**config.mk**
```make
export PLATFORM = sky130hd
export DESIGN_NAME = wave_channel_gen_flat
export DESIGN_NICKNAME = d
export VERILOG_FILES = /design/src/rtl/wave_ch_pkg.sv /design/src/rtl/wave_ch_if.sv /design/src/rtl/wave_ch_ram.sv /design/src/rtl/wave_channel_gen.sv /design/src/flat_wrapper.sv
export SDC_FILE = /design/constraint.sdc
export NUM_CORES = 1
export LEC_CHECK = 0
export ABC_AREA = 1
export BUFFER_PORTS_ARGS = -buffer_cell sky130_fd_sc_hd__buf_2
export CAP_MARGIN = 15
export CORE_AREA = 8 8 143 145
export CTS_BUF_LIST = sky130_fd_sc_hd__clkbuf_8 sky130_fd_sc_hd__clkbuf_16
export DETAILED_ROUTE_END_ITERATION = 10
export DIE_AREA = 0 0 151 153
export PLACE_DENSITY = 0.71
export SLEW_MARGIN = 20
export SYNTH_ARGS = -nofsm -noshare
export SYNTH_HDL_FRONTEND = slang
export SYNTH_HIERARCHICAL = 1
export SYNTH_SLANG_ARGS = --single-unit
export TNS_END_PERCENT = 5
```
**constraint.sdc**
```tcl
create_clock -name cery_2mhz -period 5.5 [get_ports cery_2mhz]
set_input_delay 0.275 -clock cery_2mhz [delete_from_list [all_inputs] [get_ports cery_2mhz]]
set_output_delay 0.275 -clock cery_2mhz [all_outputs]
set_load 0.005 [all_outputs]
```
**src/rtl/wave_ch_pkg.sv**
```systemverilog
// -----------------------------------------------------------------------------
// wave_ch_pkg
// Shared definitions for the wave-table sound channel:
//   - register addresses and register bit positions
//   - volume code enumeration
//   - reset constants
// Optional feature macro used by the design files: WAVE_CH_DUAL_BANK_EN
// -----------------------------------------------------------------------------
package wave_ch_pkg;

  // Register addresses
  localparam logic [2:0] REG_CTRL    = 3'd0;  // bit7 DAC enable (+ bank bits)
  localparam logic [2:0] REG_LEN     = 3'd1;  // length value L
  localparam logic [2:0] REG_VOL     = 3'd2;  // bits[7:5] volume code
  localparam logic [2:0] REG_FREQ_LO = 3'd3;  // frequency bits [7:0]
  localparam logic [2:0] REG_FREQ_HI = 3'd4;  // freq high, length enable, trigger

  // Register bit positions
  localparam int CTRL_DAC_EN_BIT = 7;
  localparam int CTRL_BANK_BIT   = 6;
  localparam int CTRL_DBL_BIT    = 5;
  localparam int HI_LEN_EN_BIT   = 6;
  localparam int HI_TRIG_BIT     = 7;

  // Volume codes; codes 5..7 are not listed and mute the output
  typedef enum logic [2:0] {
    VOL_MUTE = 3'd0,
    VOL_100  = 3'd1,
    VOL_50   = 3'd2,
    VOL_25   = 3'd3,
    VOL_75   = 3'd4
  } vol_code_e;

  // Reset constants
  localparam logic       RST_BIT = 1'b0;
  localparam logic [2:0] VOL_RST = VOL_MUTE;

endpackage

```
**src/rtl/wave_ch_if.sv**
```systemverilog
// -----------------------------------------------------------------------------
// wave_ch_if
// CPU-side bus of the wave channel: register write strobe and wave RAM
// read/write port.
//   master : register decode / CPU side (drives strobes, address, data)
//   slave  : wave channel (returns ram_rdata)
// Signals:
//   reg_wr, reg_addr[2:0], reg_wdata[7:0]   register write
//   ram_wr, ram_rd, ram_addr[PW:0]          wave RAM access strobes/address
//   ram_wdata, ram_rdata [SAMPLE_W-1:0]     wave RAM data
// ram_addr MSB is meaningful only when WAVE_CH_DUAL_BANK_EN is defined.
// -----------------------------------------------------------------------------
interface wave_ch_if #(
  parameter int SAMPLE_W = 4,
  parameter int PW       = 5
);
  logic                reg_wr;
  logic [2:0]          reg_addr;
  logic [7:0]          reg_wdata;
  logic                ram_wr;
  logic                ram_rd;
  logic [PW:0]         ram_addr;
  logic [SAMPLE_W-1:0] ram_wdata;
  logic [SAMPLE_W-1:0] ram_rdata;

  modport master (
    output reg_wr, reg_addr, reg_wdata,
    output ram_wr, ram_rd, ram_addr, ram_wdata,
    input  ram_rdata
  );

  modport slave (
    input  reg_wr, reg_addr, reg_wdata,
    input  ram_wr, ram_rd, ram_addr, ram_wdata,
    output ram_rdata
  );
endinterface

```
**src/rtl/wave_ch_ram.sv**
```systemverilog
// -----------------------------------------------------------------------------
// wave_ch_ram
// Sample storage for the wave channel with one asynchronous playback read
// port and one CPU read/write port (registered read data). The bank
// multiplexing between playback and CPU lives here.
// Macro: WAVE_CH_DUAL_BANK_EN -- 2*DEPTH words, play bank select and
// 2*DEPTH play mode; otherwise a single DEPTH-word bank.
// Ports:
//   clk, i_rst            clock, synchronous active-high reset (read data only)
//   i_active              channel running (locks the CPU port)
//   i_dbl_mode            pointer spans both banks (dual-bank build only)
//   i_play_bank           bank being played (dual-bank build only)
//   i_play_pos[PW:0]      play pointer; MSB used only in 2*DEPTH mode
//   o_play_data           sample at the play pointer (combinational)
//   i_cpu_wr/i_cpu_rd     CPU strobes
//   i_cpu_addr[PW:0]      CPU address; MSB used only in 2*DEPTH mode
//   i_cpu_wdata           CPU write sample
//   o_cpu_rdata           CPU read sample, valid the cycle after i_cpu_rd
// -----------------------------------------------------------------------------
module wave_ch_ram #(
  parameter int SAMPLE_W = 4,
  parameter int DEPTH    = 32,
  parameter int PW       = $clog2(DEPTH)
) (
  input  logic                clk,
  input  logic                i_rst,
  input  logic                i_active,
  input  logic                i_dbl_mode,
  input  logic                i_play_bank,
  input  logic [PW:0]         i_play_pos,
  output logic [SAMPLE_W-1:0] o_play_data,
  input  logic                i_cpu_wr,
  input  logic                i_cpu_rd,
  input  logic [PW:0]         i_cpu_addr,
  input  logic [SAMPLE_W-1:0] i_cpu_wdata,
  output logic [SAMPLE_W-1:0] o_cpu_rdata
);

`ifdef WAVE_CH_DUAL_BANK_EN
  localparam int AW = PW + 1;
`else
  localparam int AW = PW;
`endif
  localparam int WORDS = 1 << AW;

  logic [SAMPLE_W-1:0] r_mem [WORDS];
  logic [SAMPLE_W-1:0] r_cpu_rdata;
  logic [AW-1:0]       w_play_idx;
  logic [AW-1:0]       w_cpu_idx;
  logic [AW-1:0]       w_rd_idx;
  logic                w_cpu_locked;

`ifdef WAVE_CH_DUAL_BANK_EN
  // Banked mode: CPU works on the bank that is not being played, so it may
  // rewrite the table while the channel runs. 2*DEPTH mode plays both banks
  // and falls back to the single-bank locking behaviour.
  assign w_play_idx   = i_dbl_mode ? i_play_pos : {i_play_bank, i_play_pos[PW-1:0]};
  assign w_cpu_idx    = i_dbl_mode ? i_cpu_addr : {~i_play_bank, i_cpu_addr[PW-1:0]};
  assign w_cpu_locked = i_active && i_dbl_mode;
`else
  logic w_unused_bank_bits;
  assign w_unused_bank_bits = ^{i_dbl_mode, i_play_bank, i_play_pos[PW], i_cpu_addr[PW]};
  assign w_play_idx   = i_play_pos[PW-1:0];
  assign w_cpu_idx    = i_cpu_addr[PW-1:0];
  assign w_cpu_locked = i_active;
`endif

  // While locked the CPU sees the sample currently being played.
  assign w_rd_idx    = w_cpu_locked ? w_play_idx : w_cpu_idx;
  assign o_play_data = r_mem[w_play_idx];
  assign o_cpu_rdata = r_cpu_rdata;

  // NOTE: the sample array has no reset; its contents must survive apu_reset
  // and a reset port on a RAM prevents mapping onto memory macros.
  always_ff @(posedge clk) begin
    if (i_cpu_wr && !w_cpu_locked) begin
      r_mem[w_cpu_idx] <= i_cpu_wdata;
    end
  end

  // Read-before-write: a same-cycle write and read returns the old sample.
  always_ff @(posedge clk) begin
    if (i_rst) begin
      r_cpu_rdata <= '0;
    end else if (i_cpu_rd) begin
      r_cpu_rdata <= r_mem[w_rd_idx];
    end
  end

endmodule

```
**src/rtl/wave_channel_gen.sv**
```systemverilog
// -----------------------------------------------------------------------------
// wave_channel_gen
// Parametrised wave-table sound channel. Plays a CPU-loaded table of
// SAMPLE_W-bit samples at a programmable rate, with a length timer, output
// attenuation (mute/100/50/25/75 %) and DAC gating.
// Macro: WAVE_CH_DUAL_BANK_EN -- two banks, play-bank select (reg0 bit6) and
// 2*DEPTH mode (reg0 bit5).
// Ports:
//   cery_2mhz      clock, rising edge
//   apu_reset      synchronous active-high reset
//   tick_256hz     one-cycle length-clock enable
//   cpu            wave_ch_if.slave: register writes and wave RAM access
//   active         channel running
//   dac_out        attenuated sample to the mixer
//   sample_strobe  one-cycle pulse when dac_out takes a new sample
// -----------------------------------------------------------------------------
module wave_channel_gen
  import wave_ch_pkg::*;
#(
  parameter int SAMPLE_W = 4,
  parameter int DEPTH    = 32,
  parameter int FREQ_W   = 11,
  parameter int LEN_W    = 8
) (
  input  logic                cery_2mhz,
  input  logic                apu_reset,
  input  logic                tick_256hz,
  wave_ch_if.slave            cpu,
  output logic                active,
  output logic [SAMPLE_W-1:0] dac_out,
  output logic                sample_strobe
);

  localparam int PW = $clog2(DEPTH);
  localparam logic [LEN_W:0] LEN_FULL = {1'b1, {LEN_W{1'b0}}};

  // Register file
  logic              r_dac_en;
  logic              r_len_en;
  logic [2:0]        r_vol;
  logic [FREQ_W-1:0] r_freq;

  // Channel state
  logic [FREQ_W-1:0]   r_freq_cnt;
  logic [PW:0]         r_pos;
  logic [LEN_W:0]      r_len_cnt;
  logic                r_active;
  logic                r_fetch;
  logic                r_strobe;
  logic [SAMPLE_W-1:0] r_buf;

  // Decode
  logic                w_wr_ctrl, w_wr_len, w_wr_vol, w_wr_lo, w_wr_hi;
  logic                w_trigger;
  logic                w_dac_en_nxt;
  logic [FREQ_W-1:0]   w_freq_nxt;
  logic [LEN_W:0]      w_len_load;
  logic [PW:0]         w_pos_inc;
  logic                w_dbl_mode;
  logic                w_play_bank;
  logic [SAMPLE_W-1:0] w_play_data;
  logic [SAMPLE_W+1:0] w_s3;
  logic [SAMPLE_W-1:0] w_vol_out;

  assign w_wr_ctrl = cpu.reg_wr && (cpu.reg_addr == REG_CTRL);
  assign w_wr_len  = cpu.reg_wr && (cpu.reg_addr == REG_LEN);
  assign w_wr_vol  = cpu.reg_wr && (cpu.reg_addr == REG_VOL);
  assign w_wr_lo   = cpu.reg_wr && (cpu.reg_addr == REG_FREQ_LO);
  assign w_wr_hi   = cpu.reg_wr && (cpu.reg_addr == REG_FREQ_HI);
  assign w_trigger = w_wr_hi && cpu.reg_wdata[HI_TRIG_BIT];

  // Look-ahead values so a write acts on the very next edge.
  assign w_dac_en_nxt = w_wr_ctrl ? cpu.reg_wdata[CTRL_DAC_EN_BIT] : r_dac_en;
  assign w_len_load   = LEN_FULL - {1'b0, LEN_W'(cpu.reg_wdata)};

  // NOTE: every always_comb output gets a default first so no path can leave
  // it unassigned and infer a latch.
  always_comb begin
    w_freq_nxt = r_freq;
    if (w_wr_lo) w_freq_nxt[7:0]        = cpu.reg_wdata;
    if (w_wr_hi) w_freq_nxt[FREQ_W-1:8] = cpu.reg_wdata[FREQ_W-9:0];
  end

`ifdef WAVE_CH_DUAL_BANK_EN
  logic r_bank_sel;
  logic r_dbl_mode;
  assign w_dbl_mode  = r_dbl_mode;
  assign w_play_bank = r_bank_sel;
`else
  assign w_dbl_mode  = 1'b0;
  assign w_play_bank = 1'b0;
`endif

  // In 2*DEPTH mode the pointer uses its MSB; otherwise it wraps at DEPTH-1.
  assign w_pos_inc = w_dbl_mode ? r_pos + (PW+1)'(1)
                                : {1'b0, r_pos[PW-1:0] + PW'(1)};

  // NOTE: sequential state uses non-blocking assignments only, so every
  // register samples pre-edge values regardless of statement order.
  always_ff @(posedge cery_2mhz) begin
    if (apu_reset) begin
      r_dac_en <= RST_BIT;
      r_len_en <= RST_BIT;
      r_vol    <= VOL_RST;
      r_freq   <= '0;
`ifdef WAVE_CH_DUAL_BANK_EN
      r_bank_sel <= RST_BIT;
      r_dbl_mode <= RST_BIT;
`endif
    end else begin
      r_freq <= w_freq_nxt;
      if (w_wr_ctrl) begin
        r_dac_en <= cpu.reg_wdata[CTRL_DAC_EN_BIT];
`ifdef WAVE_CH_DUAL_BANK_EN
        r_bank_sel <= cpu.reg_wdata[CTRL_BANK_BIT];
        r_dbl_mode <= cpu.reg_wdata[CTRL_DBL_BIT];
`endif
      end
      if (w_wr_vol) r_vol    <= cpu.reg_wdata[7:5];
      if (w_wr_hi)  r_len_en <= cpu.reg_wdata[HI_LEN_EN_BIT];
    end
  end

  always_ff @(posedge cery_2mhz) begin
    if (apu_reset) begin
      r_freq_cnt <= '0;
      r_pos      <= '0;
      r_len_cnt  <= '0;
      r_active   <= RST_BIT;
      r_fetch    <= RST_BIT;
      r_strobe   <= RST_BIT;
      r_buf      <= '0;
    end else begin
      // The buffer loads one cycle after the pointer advance, so it reads
      // the sample at the already-updated position.
      r_fetch  <= 1'b0;
      r_strobe <= r_fetch;
      if (r_fetch) r_buf <= w_play_data;

      if (w_trigger) begin
        // Trigger overrides a same-cycle length tick; the buffer keeps its
        // old sample and the first fetch will be position 1.
        r_freq_cnt <= w_freq_nxt;
        r_pos      <= '0;
        if (r_len_cnt == '0) r_len_cnt <= LEN_FULL;
        r_active   <= w_dac_en_nxt;
      end else begin
        if (w_wr_len) begin
          r_len_cnt <= w_len_load;
        end else if (tick_256hz && r_len_en && r_active && (r_len_cnt != '0)) begin
          r_len_cnt <= r_len_cnt - (LEN_W+1)'(1);
          if (r_len_cnt == (LEN_W+1)'(1)) r_active <= 1'b0;
        end

        if (r_active) begin
          if (&r_freq_cnt) begin
            r_freq_cnt <= r_freq;  // new frequency takes effect here
            r_pos      <= w_pos_inc;
            r_fetch    <= 1'b1;
          end else begin
            r_freq_cnt <= r_freq_cnt + FREQ_W'(1);
          end
        end

        if (!w_dac_en_nxt) r_active <= 1'b0;
      end
    end
  end

  // Attenuation; 75 % is (s + 2s) >> 2 with the sum widened to avoid overflow.
  always_comb begin
    w_s3      = {2'b00, r_buf} + {1'b0, r_buf, 1'b0};
    w_vol_out = '0;
    case (r_vol)
      VOL_MUTE: w_vol_out = '0;
      VOL_100:  w_vol_out = r_buf;
      VOL_50:   w_vol_out = r_buf >> 1;
      VOL_25:   w_vol_out = r_buf >> 2;
      VOL_75:   w_vol_out = w_s3[SAMPLE_W+1:2];
      default:  w_vol_out = '0;
    endcase
  end

  assign active        = r_active;
  assign dac_out       = r_active ? w_vol_out : '0;
  assign sample_strobe = r_strobe;

  wave_ch_ram #(
    .SAMPLE_W (SAMPLE_W),
    .DEPTH    (DEPTH),
    .PW       (PW)
  ) u_ram (
    .clk         (cery_2mhz),
    .i_rst       (apu_reset),
    .i_active    (r_active),
    .i_dbl_mode  (w_dbl_mode),
    .i_play_bank (w_play_bank),
    .i_play_pos  (r_pos),
    .o_play_data (w_play_data),
    .i_cpu_wr    (cpu.ram_wr),
    .i_cpu_rd    (cpu.ram_rd),
    .i_cpu_addr  (cpu.ram_addr),
    .i_cpu_wdata (cpu.ram_wdata),
    .o_cpu_rdata (cpu.ram_rdata)
  );

endmodule
```
**src/flat_wrapper.sv**
```systemverilog
// flat-port wrapper written by rule: the top's interface ports become plain ports
module wave_channel_gen_flat import wave_ch_pkg::*;
#(
  parameter int SAMPLE_W = 4,
  parameter int DEPTH    = 32,
  parameter int FREQ_W   = 11,
  parameter int LEN_W    = 8
)
  (cery_2mhz, apu_reset, tick_256hz, active, dac_out, sample_strobe, cpu_reg_wr, cpu_reg_addr, cpu_reg_wdata, cpu_ram_wr, cpu_ram_rd, cpu_ram_addr, cpu_ram_wdata, cpu_ram_rdata);
  wave_ch_if #(.SAMPLE_W(SAMPLE_W)) cpu_i ();
  input  logic cery_2mhz;
  input  logic apu_reset;
  input  logic tick_256hz;
  output logic active;
  output logic [SAMPLE_W-1:0] dac_out;
  output logic sample_strobe;
  input wire logic [$bits(cpu_i.reg_wr)-1:0] cpu_reg_wr;
  input wire logic [$bits(cpu_i.reg_addr)-1:0] cpu_reg_addr;
  input wire logic [$bits(cpu_i.reg_wdata)-1:0] cpu_reg_wdata;
  input wire logic [$bits(cpu_i.ram_wr)-1:0] cpu_ram_wr;
  input wire logic [$bits(cpu_i.ram_rd)-1:0] cpu_ram_rd;
  input wire logic [$bits(cpu_i.ram_addr)-1:0] cpu_ram_addr;
  input wire logic [$bits(cpu_i.ram_wdata)-1:0] cpu_ram_wdata;
  output wire logic [$bits(cpu_i.ram_rdata)-1:0] cpu_ram_rdata;
  assign cpu_i.reg_wr = cpu_reg_wr;
  assign cpu_i.reg_addr = cpu_reg_addr;
  assign cpu_i.reg_wdata = cpu_reg_wdata;
  assign cpu_i.ram_wr = cpu_ram_wr;
  assign cpu_i.ram_rd = cpu_ram_rd;
  assign cpu_i.ram_addr = cpu_ram_addr;
  assign cpu_i.ram_wdata = cpu_ram_wdata;
  assign cpu_ram_rdata = cpu_i.ram_rdata;
  wave_channel_gen #(.SAMPLE_W(SAMPLE_W), .DEPTH(DEPTH), .FREQ_W(FREQ_W), .LEN_W(LEN_W)) u_core (.cery_2mhz(cery_2mhz), .apu_reset(apu_reset), .tick_256hz(tick_256hz), .cpu(cpu_i), .active(active), .dac_out(dac_out), .sample_strobe(sample_strobe));
endmodule
```
---- After elaboration in Yosys (flattened, before gate mapping) ----
Memory sizes are Yosys's and may differ from the RTL's. A register that Yosys moved wholly into a read port is not among the register bits.
Index checks and enable logic that the tools add are counted.
word-level totals
  register bits after elaboration ......... 44
  memory bits (writable) .................. 128
  input port bits ......................... 27
  output and inout bits ................... 10
  logic and storage cells ................. 73
  memories kept ........................... 1
memory list
  name                depth  width  read ports  clocked after memory_dff  wr ports  line               text
  u_core.u_ram.r_mem  32     4      2           2                         1         wave_ch_ram.sv:46  logic [SAMPLE_W-1:0] r_mem [WORDS];
operators by class
  add/sub/neg operators ................... 5
  eq/ne operators ......................... 13
  mux-type cells .......................... 21
  bitwise gates (word level) .............. 1
  reductions and logical operators ........ 22
operators by type and width
  operator                                                                count
  9-bit two-way mux                                                       4
  11-bit two-way mux                                                      3
  4-bit one-hot mux with 4 select lines                                   1
  3-bit by 2-bit equality test with 1-bit output (second input constant)  4
  12-bit AND reduction                                                    1
  11-bit by 1-bit adder with 11-bit output (second input constant)        1
  11-bit AND reduction                                                    1
  1-bit logical AND                                                       10
  9-bit by 1-bit equality test with 1-bit output (second input constant)  1
  9-bit logical NOT                                                       1
  1-bit two-way mux                                                       9
  9-bit nonzero test                                                      1
  9-bit by 1-bit subtractor with 9-bit output (second input constant)     1
  9-bit by 8-bit subtractor with 9-bit output (first input constant)      1
  8-bit two-way mux                                                       1
  4-bit by 5-bit adder with 6-bit output                                  1
  3-bit by 1-bit equality test with 1-bit output (second input constant)  2
  3-bit equality test (second input constant)                             2
  3-bit by 2-bit != test with 1-bit output (second input constant)        2
  5-bit by 1-bit adder with 5-bit output (second input constant)          1
  5-bit two-way mux                                                       1
  4-bit two-way mux                                                       1
  3-bit logical NOT                                                       1
  3-bit two-way mux                                                       1
  10 further kinds                                                        10

---- Depth between registers and ports, before layout ----
Gate-level depths: netlist of the first run.
  depth after elaboration ................. 7
  gate-level depth with buffers ........... 14
  mapped depth without buffers ............ 12

---- Modules after synthesis ----
Netlist of the first run, hierarchy kept.
by module, submodules not included
  module            times used  cells each  area an instance (µm²)  seq. area each (µm²)
  wave_ch_ram       1           767         6,867.8                 3,923.8
  wave_channel_gen  1           463         2,951.6                 960.9

---- Worst setup path before layout of the first run ----
Ideal clock, no wire load.
  kind .................................... register to register
  start point ............................. register u_core.r_pos[0]
  end point ............................... register u_core.r_buf[1], read port of u_core.u_ram.r_mem
  library setup time ...................... 0.124 ns
  arrival ................................. 1.661 ns
  data required time ...................... 5.376 ns
  path slack .............................. 3.715 ns
  cell stages (with the launch flop) ...... 12
  path buffers ............................ 3
  period minus slack after synthesis ...... 1.785 ns
  cells stage by stage .................... dfxtp_1 > buf_2 > inv_1 > buf_2 > buf_2 > o21ai_0 > o22ai_1 > o21ai_0 > nand2_1 > o21a_1 > o21ai_0 > a21oi_1
RTL lines
  element                   line                     text
  start: declaration        wave_channel_gen.sv:45   logic [PW:0] r_pos;
  start signal: assignment  wave_channel_gen.sv:158  r_pos <= w_pos_inc;
  end: declaration          wave_channel_gen.sv:50   logic [SAMPLE_W-1:0] r_buf;

---- Worst setup path after layout of the first run ----
  start point ............................. register u_core.r_pos[0]
  end point ............................... register u_core.u_ram.r_cpu_rdata[3] (netlist: u_core/u_ram/o_cpu_rdata[3]), read port of u_core.u_ram.r_mem
on the way
  longest elaborated chain between the ends .. 1
ends and longest elaborated chain
  element            line               text
  5-bit two-way mux  wave_ch_ram.sv:69  assign w_rd_idx = w_cpu_locked ? w_play_idx : w_cpu_idx;
  end: declaration   wave_ch_ram.sv:47  logic [SAMPLE_W-1:0] r_cpu_rdata;
No other way between the ends.
A chain may end at the register's enable or synchronous reset.

==> results of run 1 <==
tightest hold or removal path: stages:
cell and delay [ns]:
sky130_fd_sc_hd__buf_2 0.13, sky130_fd_sc_hd__inv_1 0.11, sky130_fd_sc_hd__a21oi_1 0.08
where the power goes:
part	leakage, nW	switching [mW]	total, mW	internal (mW)
registers	1.58	0.0101	1.48	1.47
clock network	0.291	0.569	1.21	0.645
logic	2.38	0.165	0.231	0.0663
flip-flops by register name, indices dropped and copies added (netlist names):
register	count
u_core/active	1
u_core/r_buf	4
u_core/r_dac_en	1
u_core/r_fetch	1
u_core/r_freq	11
u_core/r_freq_cnt	11
u_core/r_len_cnt	9
u_core/r_len_en	1
u_core/r_pos	5
u_core/r_vol	3
u_core/sample_strobe	1
u_core/u_ram/o_cpu_rdata	4
u_core/u_ram/r_mem	128
how the worst max path moves through the flow:
stage / startpoint / slack [ns] / to / cells after the start
finish: u_core/r_pos[0]$_SDFFE_PP0P_ / 1.98 / u_core/u_ram/o_cpu_rdata[3]$_SDFFE_PP0P_ / 14
global route: u_core/r_pos[0]$_SDFFE_PP0P_ / 1.83 / u_core/u_ram/o_cpu_rdata[1]$_SDFFE_PP0P_ / 14
CTS: u_core/r_pos[0]$_SDFFE_PP0P_ / 2.14 / u_core/u_ram/o_cpu_rdata[3]$_SDFFE_PP0P_ / 14
detailed placement: u_core/r_pos[0]$_SDFFE_PP0P_ / 2.18 / u_core/u_ram/o_cpu_rdata[1]$_SDFFE_PP0P_ / 14
global placement: u_core/r_pos[0]$_SDFFE_PP0P_ / 2.17 / u_core/u_ram/o_cpu_rdata[3]$_SDFFE_PP0P_ / 14
floorplan: u_core/r_pos[0]$_SDFFE_PP0P_ / 3.72 / u_core/r_buf[1]$_SDFFE_PP0P_ / 11
area by class of cell:
cell class	instances	area share, %
multi-input combinational	861	39.08
inverter	132	4.637
tap	234	2.740
timing repair buffer	45	2.342
clock inverter	15	1.499
clock buffer	17	3.981
sequential	180	45.73
routing by layer:
metal	global-route usage, %	vias up	share of wire, %
li1	-	4195	-
met1	31.64	4104	40
met2	39.37	498	47
met3	4.783	58	10
met4	8.581	0	2.3
met5	0	-	0
stage by stage:
stage	cell area, µm²	utilization (%)
2_1_floorplan	9816	-
3_3_place_gp	10100	55.29
3_5_place_dp	10100	55.29
4_1_cts	10690	58.49
5_1_grt	10690	58.49
6_report	10690	58.49
==> run summary, run 1 <==
The TritonCTS sink count is 180. The synthesis-to-layout area growth is 8.859%. Setup repair after global routing left no endpoint under its margin.

Leaving out fill and tap cells, the most frequent cell in the layout is sky130_fd_sc_hd__nand2_1. In this run the horizontal extent of the chip is 151 µm. The total overflow left after global routing is 0.

Measured against its own limit, the worst slew margin works out to 29.88%. The final weighted congestion in routability-driven placement came out at 0.9214. In this run the most critical hold path is launched from cpu_reg_wdata[2]. Together, buffers and inverters on the worst path number 4. Subtracting the final worst setup slack from the clock period gives 3.519 ns. The die height came out at 153 µm.

The class of the tightest hold or removal check is in -> reg. Clock-pin slew was measured on the worst setup and hold paths at 0.07 ns. The number of iterations in the first detailed-routing pass is 5. The wire length of the first global-routing pass came out at 43540 µm. The combined area of all synthesized cells came out at 9816 µm². In this design, the largest share of critical-path delay is due to simple AND/OR/NAND/NOR gates. The count of nets left with antenna violations once routing finished came out at 0. The average routed wire per standard cell is 18.90 µm. TritonCTS built the clock tree.

The leakage dissipation is 4.244 nW. The final max-slew violation count is 0. The largest driver fanout on the critical path is 42.

The count of cells along the worst hold path came out at 3. The pre-CTS worst setup slack came out at 2.182 ns. For the worst setup path, the data required time is 5.83 ns. The total of endpoints with negative setup slack in the final report is 0. For this block, the via count after detailed routing is 8855. The number of hold buffers added after CTS is 0. The worst path meets setup with 1.981 ns of slack. The number of cells on the worst reg-to-reg path is 14.

The number of buffers between clock root and the deepest sink came out at 2. The transition at the pin with the smallest max-transition slack is 1.048 ns. The flow ran to the end, and the final reports show no timing, DRC or antenna violations. In this run the critical register-to-register path is launched from u_core/r_pos[0]$_SDFFE_PP0P_. Across the VDD grid, the largest voltage drop is 0.2200 mV. The synthesized netlist net count is 1266.

The source-to-sink clock delay at the later pin of the worst-skew pair is 0.44 ns. The core region is 18270 µm². The total CTS buffers is 17. The slowest stage cell on the critical path is sky130_fd_sc_hd__dfxtp_2. The detailed-route DRC error count is 0. Averaged over all synthesized cells, the footprint is 7.987 µm². In this run the power density over the cells is 273.4 nW/µm².

In the layout the commonest cells are sky130_fd_sc_hd__nand2_1 (236), sky130_fd_sc_hd__nand3_1 (216), sky130_fd_sc_hd__nor2_1 (131), sky130_fd_sc_hd__edfxtp_1 (128), sky130_fd_sc_hd__inv_1 (118). The H-tree generated during clock tree synthesis spans 4 levels. Setup total negative slack on the finished layout was measured at 0 ns. The floorplan step defined a die boundary enclosing 23100 µm². The tool flagged a number of max-cap violations equal to 0. The HPWL after detailed placement is 18030 µm. The most numerous cell type found on the critical path is sky130_fd_sc_hd__nand2_1. The floorplan has 50 rows. The finished layout holds 1484 standard cells, fillers aside. The number of cells produced by synthesis came out at 1229. After detailed routing, the total wire length is 28050 µm. The setup slack of the most critical reg-to-reg path is 1.98 ns. The count of placed standard cells including taps came out at 1452. The critical path is of the reg -> reg type.

The worst hold slack after final layout came out at 0.2201 ns. The total I/O pin count is 37. The initial core utilization came out at 53.73%.

Walking the worst path, the cells encountered are buf_4, nand2_1, buf_4, nand2_1, buf_4, nand2_1, nand3_1, nand3_1, nand3_1, nand2_1, nand2_1, nand3_1, nand2_1, inv_1. The sequential cell area came out at 4886 µm². Static timing analysis puts the maximum clock frequency at 284.2 MHz. The pin count of the biggest net entering global routing is 77. The fraction of the cycle the final worst path needs is 63.98%. The count of buffers added by post-CTS timing repair for setup came out at 0.

The number of antenna violations at the first check in global routing is 0. The sum of internal, switching and leakage power came out at 2.921 mW. The proportion of layout cells with a drive suffix above 1 is 8.640%.

The iteration-0 DRC count of the detailed router is 1120. The terminating pin of the worst hold path is u_core/r_freq[10]$_SDFF_PP0_. The number of instances resized during post-cts repair came out at 0. Port buffering added 35 buffers. STA classifies the critical path startpoint as a flop.

The worst register-to-register path ends at u_core/u_ram/o_cpu_rdata[3]$_SDFFE_PP0P_. The critical path endpoint category is a flop. The filler cells instantiated in the layout total 1662. The via count of the first global-routing pass is 8130. The Yosys step of the flow raised 6 warnings. The final net count is 1274. The arrival time reported for the critical path endpoint came out at 3.85 ns. The final setup skew is 0.01609 ns. The cell sitting at the root of the clock tree is a sky130_fd_sc_hd__clkbuf_16. The total global-route track usage is 24.30%. The longest individual stage delay on the worst path is 0.67 ns. Using the TritonRoute via totals, the vias-per-cell ratio works out to 5.967. The hold violation total from the final report came to 0. The multi-input logic area is 4175 µm². The number of inserted diodes is 0.
(Power assumes the default switching activity.)
==> run 2, diff against run 1 <==
Clock period 5.5 ns to 3.7 ns, I/O delays scaled along.
==> run 2 against run 1 <==
Clock-buffer cell count is the same. Sequential share of layout area shrank 0.059 points. First-iteration DRC count shrank 32%. Clock skew shrank 0.0059 ns. Critical path type unchanged. Critical endpoint is now u_core/u_ram/o_cpu_rdata[2]$_SDFFE_PP0P_.
==> run summary, run 2 (same netlist as run 1, synthesis figures left out) <==
The worst pin sits at a relative slew slack of 25.28%. The wire length of the first global-routing pass came out at 43260 µm. For this design the ratio of total power to cell area is 401.3 nW/µm². Detailed placement finished with a half-perimeter wire length of 18210 µm. The number of instances resized during post-cts repair came out at 0. The area of the core came out at 18270 µm². The final max-slew violation count came to 0.

The number of antenna violations at the first check in global routing came out at 0. TritonCTS created 17 clock buffers. STA classifies the critical path endpoint as a flop.

Sequential cells account for 51.1% of the total power. The largest registers in the layout are u_core/u_ram/r_mem (128), u_core/r_freq (11), u_core/r_freq_cnt (11). The relative contribution of combinational cells to total power is 8.0%. After detailed routing, the number of remaining DRC violations is 0. u_core/u_ram/r_mem holds more flip-flops than any other register. The number of iterations in the first detailed-routing pass came out at 9. The fraction of the cycle the final worst path needs is 73.09%. In this run the cell area measured after placement is 10130 µm².

The required arrival time at the worst endpoint came out at 4.04 ns. After routing the design area is 10700 µm². Clock tree synthesis found a total of 180 sinks. The count of cells along the worst hold path is 3. In the layout the commonest cells are sky130_fd_sc_hd__nand2_1 (236), sky130_fd_sc_hd__nand3_1 (216), sky130_fd_sc_hd__nor2_1 (131), sky130_fd_sc_hd__edfxtp_1 (128), sky130_fd_sc_hd__inv_1 (118). The count of antenna-violating nets left after detailed routing is 0. The number of buffer cells added on primary ports came out at 35. The tool flagged a number of max-cap violations equal to 0.

The largest driver fanout on the critical path came out at 26. The total I/O pin count came out at 37. The clock network fraction of total power is 40.8%. STA puts the critical path data arrival time at 3.04 ns.

The number of cells on the worst reg-to-reg path is 12. After floorplanning, the core was divided into 50 placement rows. The leading cell type in the layout, fill and taps excluded is sky130_fd_sc_hd__nand2_1.

The hold violation total from the final report came out at 0. The residual overflow from global routing came out at 0. By startpoint and endpoint, the worst setup path is classified as reg -> reg.

For this configuration, the core starts out at a cell density of 53.73%. The final weighted congestion in routability-driven placement is 0.9229. The number of antenna diodes in the final layout is 0. The first routing iteration left 766 violations. The maximum VDD drop came out at 0.3226 mV.

The leakage dissipation came out at 4.253 nW. The internal power contribution came out at 3.171 mW. Static timing analysis puts the maximum clock frequency at 369.8 MHz. The final net count is 1278. The path class of the tightest hold or removal check is in -> reg. Post-CTS timing repair inserted 0 buffers for setup. The width of the chip came out at 151 µm. The clock tree root driver cell is sky130_fd_sc_hd__clkbuf_16. The synthesis-to-layout area growth came out at 8.999%. For the pin with the worst max-slew slack, the measured transition is 1.121 ns. The worst path in the final design needs a cycle of 2.704 ns, including I/O delays and setup. TritonCTS built the clock tree. Dividing the detail-routed wire length by the instance count gives 18.67 µm.

The number of hold buffers added after CTS came out at 0. The total routed wirelength came out at 27780 µm. The register with the most flip-flops in the layout has 128 of them. The proportion of layout cells with a drive suffix above 1 is 8.931%. The source-to-sink clock delay at the later pin of the worst-skew pair came out at 0.44 ns. The accumulated negative setup slack came out at 0 ns. The setup slack of the most critical reg-to-reg path is 1.0 ns. The count of H-tree levels built during CTS came out at 4.

The via density per instance is 5.962. The run finished with clean final reports. The routed layout has 8871 vias. The total of endpoints with negative setup slack in the final report came out at 0. The number of buffers between clock root and the deepest sink is 2.

Entering global routing, the biggest net connects 56 pins. The net switching fraction of the power is 26.15%. For this run, the total global-route usage over all layers was measured as 24.01%. Across the routed clock network, the largest skew measured is 0.01023 ns.

The die height is 153 µm. After clock tree synthesis, the clock-pin slew on the worst setup and hold paths is 0.07 ns. The worst setup path is launched from a flop. The via count of the first global-routing pass came out at 8152. The total die area is 23100 µm².

Setup repair after global routing left no endpoint under its margin. In this run the power spent charging and discharging nets is 1.123 mW.
-- run 2: worst max-delay path, cell delays in order (launching register included) --
cell                      delay [ns]
sky130_fd_sc_hd__dfxtp_1        0.81
sky130_fd_sc_hd__nand2_1        0.41
sky130_fd_sc_hd__nand2_1        0.21
sky130_fd_sc_hd__buf_4          0.33
sky130_fd_sc_hd__nand2_1        0.10
sky130_fd_sc_hd__nand3_1        0.08
sky130_fd_sc_hd__nand3_1        0.12
sky130_fd_sc_hd__nand3_1        0.17
sky130_fd_sc_hd__nand2_1        0.07
sky130_fd_sc_hd__nand2_1        0.07
sky130_fd_sc_hd__nand3_1        0.10
sky130_fd_sc_hd__nand2_1        0.09
sky130_fd_sc_hd__inv_1          0.04
-- run 2: stage by stage --
| stage | utilization, % | hold slack, ns | total power [mW] | std cells | setup slack [ns] |
|---|---|---|---|---|---|
| after floorplan | - | 0.2839 | 2.457 | 1229 | 1.915 |
| after global placement | 55.48 | 0.4874 | 2.573 | 1456 | 1.112 |
| after detailed placement | 55.48 | 0.4891 | 2.577 | 1456 | 1.104 |
| after CTS | 58.57 | 0.1054 | 4.298 | 1488 | 1.081 |
| after global routing | 58.57 | 0.1307 | 4.423 | 1488 | 0.8316 |
| final | 58.57 | 0.1200 | 4.294 | 1488 | 0.9958 |
-- run 2: cell type report --
type,count,area (µm²)
fill,1646,7569
sequential,180,4886
multi-input combinational,861,4168
inverter,132,495.5
clock buffer,17,425.4
timing repair buffer,49,292.8
tap,234,292.8
clock inverter,15,138.9
-- run 2: routing by layer --
metal	vias up	routed length [µm]	track usage, %
met2	516	12960	37.92
met5	-	0	0
met3	95	2857	5.019
met1	4048	10820	30.49
li1	4212	-	-
met4	0	1138	12.07
-- run 2: path summary, 6_finish.rpt --
path                                         start                                        to
setup / recovery        u_core/active$_SDFFE_PP0P_  u_core/u_ram/o_cpu_rdata[2]$_SDFFE_PP0P_
hold / removal                    cpu_reg_wdata[2]              u_core/r_freq[10]$_SDFF_PP0_
setup reg to reg        u_core/active$_SDFFE_PP0P_  u_core/u_ram/o_cpu_rdata[2]$_SDFFE_PP0P_
hold reg to reg   u_core/r_len_cnt[6]$_SDFFE_PP0P_          u_core/r_len_cnt[6]$_SDFFE_PP0P_
-- run 2: power by group through the flow --
stage	Clock, mW	Combinational, mW	Sequential, mW
after global routing	1.84	0.384	2.20
final	1.75	0.346	2.20
after detailed placement	0	0.337	2.24
after CTS	1.76	0.339	2.19
after global placement	0	0.334	2.24
after floorplan	0	0.222	2.24
==> run 3, diff against run 2 <==
Clock period 3.7 ns to 2.8 ns, I/O delays scaled along.
==> run 3 against run 2 <==
Core utilization rose by 0.76 points. Via count shrank 0.45%. Setup slack got worse by 0.49 ns. Highest routed layer unchanged.
==> run summary, run 3 (same netlist as run 1, synthesis figures left out) <==
The startpoint identified for the worst register-to-register timing path is u_core/active$_SDFFE_PP0P_. Ranked by flip-flop count, first place goes to u_core/u_ram/r_mem. The most critical setup path has its startpoint at u_core/active$_SDFFE_PP0P_. The number of fill cells in the layout is 1629. The register with the most flip-flops in the layout has 128 of them. The final setup skew came out at 0.01034 ns.

The first routing iteration left 1084 violations. The worst hold path passes through 6 cells. The run finished with clean final reports. The clock transition at the registers of the reported paths is 0.07 ns. The total I/O pin count came out at 37. The required arrival time at the worst endpoint is 3.13 ns. The setup slack of the most critical reg-to-reg path came out at 0.50 ns.

The worst-case setup margin in the final layout is 0.5040 ns. In this design, the critical path's most frequently occurring cell is sky130_fd_sc_hd__nand3_1. The count of cell instances traversed by the critical path is 9. The count of antenna-violating nets left after detailed routing is 0.

The capture point of the critical path is u_core/u_ram/o_cpu_rdata[0]$_SDFFE_PP0P_. The power density normalized to cell area is 536.0 nW/µm². Counting along the longest clock path gives a buffer depth of 2. The transition at the pin with the smallest max-transition slack is 0.8676 ns.

The total die area is 23100 µm². After clock tree synthesis, the repair step resized 0 gates. The number of buffer cells added on primary ports is 35.

The time the final worst path needs with I/O delays and setup is 2.296 ns. The number of iterations in the first detailed-routing pass is 5. The worst relative slew slack is 42.15%. The number of cells on the worst reg-to-reg path came out at 9. Summed over all cells, the static leakage comes to 4.331 nW. The final net count came out at 1288.

The first global-routing pass estimated 42670 µm of wire. The number of placement rows came out at 50. The detailed-route DRC error count is 0.

The count of buffer and inverter cells on the critical path is 2. The sum of internal, switching and leakage power came out at 5.810 mW. Setup total negative slack on the finished layout was measured at 0 ns. The count of H-tree levels built during CTS came out at 4.

The residual overflow from global routing is 0. Setup repair after global routing left no endpoint under its margin. The region available for standard cell placement spans 18270 µm². The average routed wire per standard cell came out at 18.54 µm.

The number of inserted diodes came out at 0. The proportion of layout cells with a drive suffix above 1 is 9.415%. From left edge to right edge, the die measures 151 µm. TritonCTS built the clock tree. The cell sitting at the root of the clock tree is a sky130_fd_sc_hd__clkbuf_16. For this design, the CTS-stage hold fixing added 0 buffers. The largest registers in the layout are u_core/u_ram/r_mem (128), u_core/r_freq (11), u_core/r_freq_cnt (11). The number of antenna violations at the first check in global routing is 0.

The HPWL after detailed placement is 18730 µm. The signal on the critical path passes through o21ai_2, buf_4, nand3_1, nand3_1, nand3_1, nand3_1, nand3_1, nand2_1, inv_1. The final max-slew violation count came out at 0. The multi-input logic area came out at 4160 µm². The TritonCTS sink count came out at 180.

The source-to-sink clock delay at the later pin of the worst-skew pair is 0.44 ns. The arrival time reported for the critical path endpoint is 2.63 ns. Buffers added to address setup during post-CTS repair amount to 0.

In the global route stage, overall resource usage came out at 23.74%. The initial core utilization came out at 53.73%. VDD sags by at most 0.4364 mV. The final weighted congestion in routability-driven placement is 0.9661. The tightest min-delay check is of the in -> reg type. The pin count of the biggest net entering global routing came out at 53. The cell family with the largest share of critical-path delay is compound AO/OA/AOI/OAI gates.

The overall via count from detail_route is 8831. The largest driver fanout on the critical path is 17. The die is 153 µm tall.

The via density per instance is 5.895. The worst flop-to-flop path endpoint is u_core/u_ram/o_cpu_rdata[0]$_SDFFE_PP0P_. The library cell used most frequently in the layout, excluding fill and tap cells, is sky130_fd_sc_hd__nand2_1. The via count of the first global-routing pass came out at 7904.

The worst setup path is launched from a flop. The worst path uses 82.00% of the clock period. At the placement stage, the worst setup path has a slack of 0.6307 ns. The critical path endpoint category is a flop. The top cell types in the final layout, fill and taps aside, are sky130_fd_sc_hd__nand2_1 (236), sky130_fd_sc_hd__nand3_1 (216), sky130_fd_sc_hd__nor2_1 (131), sky130_fd_sc_hd__edfxtp_1 (128), sky130_fd_sc_hd__inv_1 (118).

The total routed wirelength came out at 27780 µm. On the critical path, the stage with the largest delay is an instance of sky130_fd_sc_hd__o21ai_2. The total of endpoints with negative setup slack in the final report came out at 0.

The critical path is of the reg -> reg type. In this run, CTS created clock tree buffers numbering 17. The hold violation total from the final report came out at 0.

The synthesis-to-layout area growth is 10.41%. Based on the critical path, the design can be clocked at up to 435.5 MHz. The longest individual stage delay on the worst path came out at 0.71 ns. Max-cap violations in this run came to 0. The sequential cell area came out at 4886 µm².
==> run 3: changes by cell type in the layout (fill, tap and decap cells not counted), sizes merged <==
cell      previous run  this run
clkinv               5         7
inv                140       138
bufinv               0         2
clkinvlp             2         0
buf                 49        59
==> run 3: metrics by stage <==
step           instances  area (µm²)  hold slack, ns  utilization (%)
2_1_floorplan       1229        9816          0.2389                -
6_report            1498       10840         0.08584            59.33
4_1_cts             1498       10840         0.07541            59.33
3_3_place_gp        1466       10240          0.4826            56.05
5_1_grt             1498       10840         0.09176            59.33
3_5_place_dp        1466       10240          0.4885            56.05
==> run 3: metal layers <==
| layer | vias to the layer above | global-route usage (%) | part of all wire (%) |
|---|---|---|---|
| met5 | - | 0 | 0 |
| met4 | 0 | 9.288 | 3.0 |
| met3 | 53 | 5.167 | 9.4 |
| met2 | 482 | 36.37 | 45 |
| met1 | 4069 | 32.08 | 42 |
| li1 | 4227 | - | - |
==> run 3: power breakdown <==
group | internal, mW | leakage [nW] | switching [mW]
registers | 2.88 | 1.58 | 0.0211
logic | 0.142 | 2.46 | 0.327
clock network | 1.34 | 0.295 | 1.09
total | 4.37 | 4.33 | 1.44
==> run 3: worst min path at each step <==
stage	to	slack [ns]	from
floorplan	u_core/u_ram/r_mem[0][0]$_DFFE_PP_	0.24	cpu_ram_wdata[0]
global placement	u_core/r_len_cnt[6]$_SDFFE_PP0P_	0.48	u_core/r_len_cnt[6]$_SDFFE_PP0P_
detailed placement	u_core/r_len_cnt[6]$_SDFFE_PP0P_	0.49	u_core/r_len_cnt[6]$_SDFFE_PP0P_
CTS	u_core/u_ram/o_cpu_rdata[2]$_SDFFE_PP0P_	0.08	cpu_ram_rd
global route	u_core/r_freq[9]$_SDFF_PP0_	0.09	cpu_reg_wdata[1]
finish	u_core/r_len_cnt[5]$_SDFFE_PP0P_	0.09	cpu_reg_wdata[5]
==> run 3: cell type report <==
type                            count  area share [%]
Multi-Input combinational cell    861           38.39
Sequential cell                   180           45.08
Tap cell                          234           2.701
Inverter                          132           4.572
Clock buffer                       17           3.925
Clock inverter                     15           1.593
Timing Repair Buffer               59           3.740
==> run 3: worst min-delay path, stage by stage <==
cell and delay, ns:
sky130_fd_sc_hd__buf_2 0.09, sky130_fd_sc_hd__nand2_1 0.05, sky130_fd_sc_hd__nand2_1 0.05, sky130_fd_sc_hd__nand2_1 0.04, sky130_fd_sc_hd__nand2_1 0.05, sky130_fd_sc_hd__a21oi_1 0.05
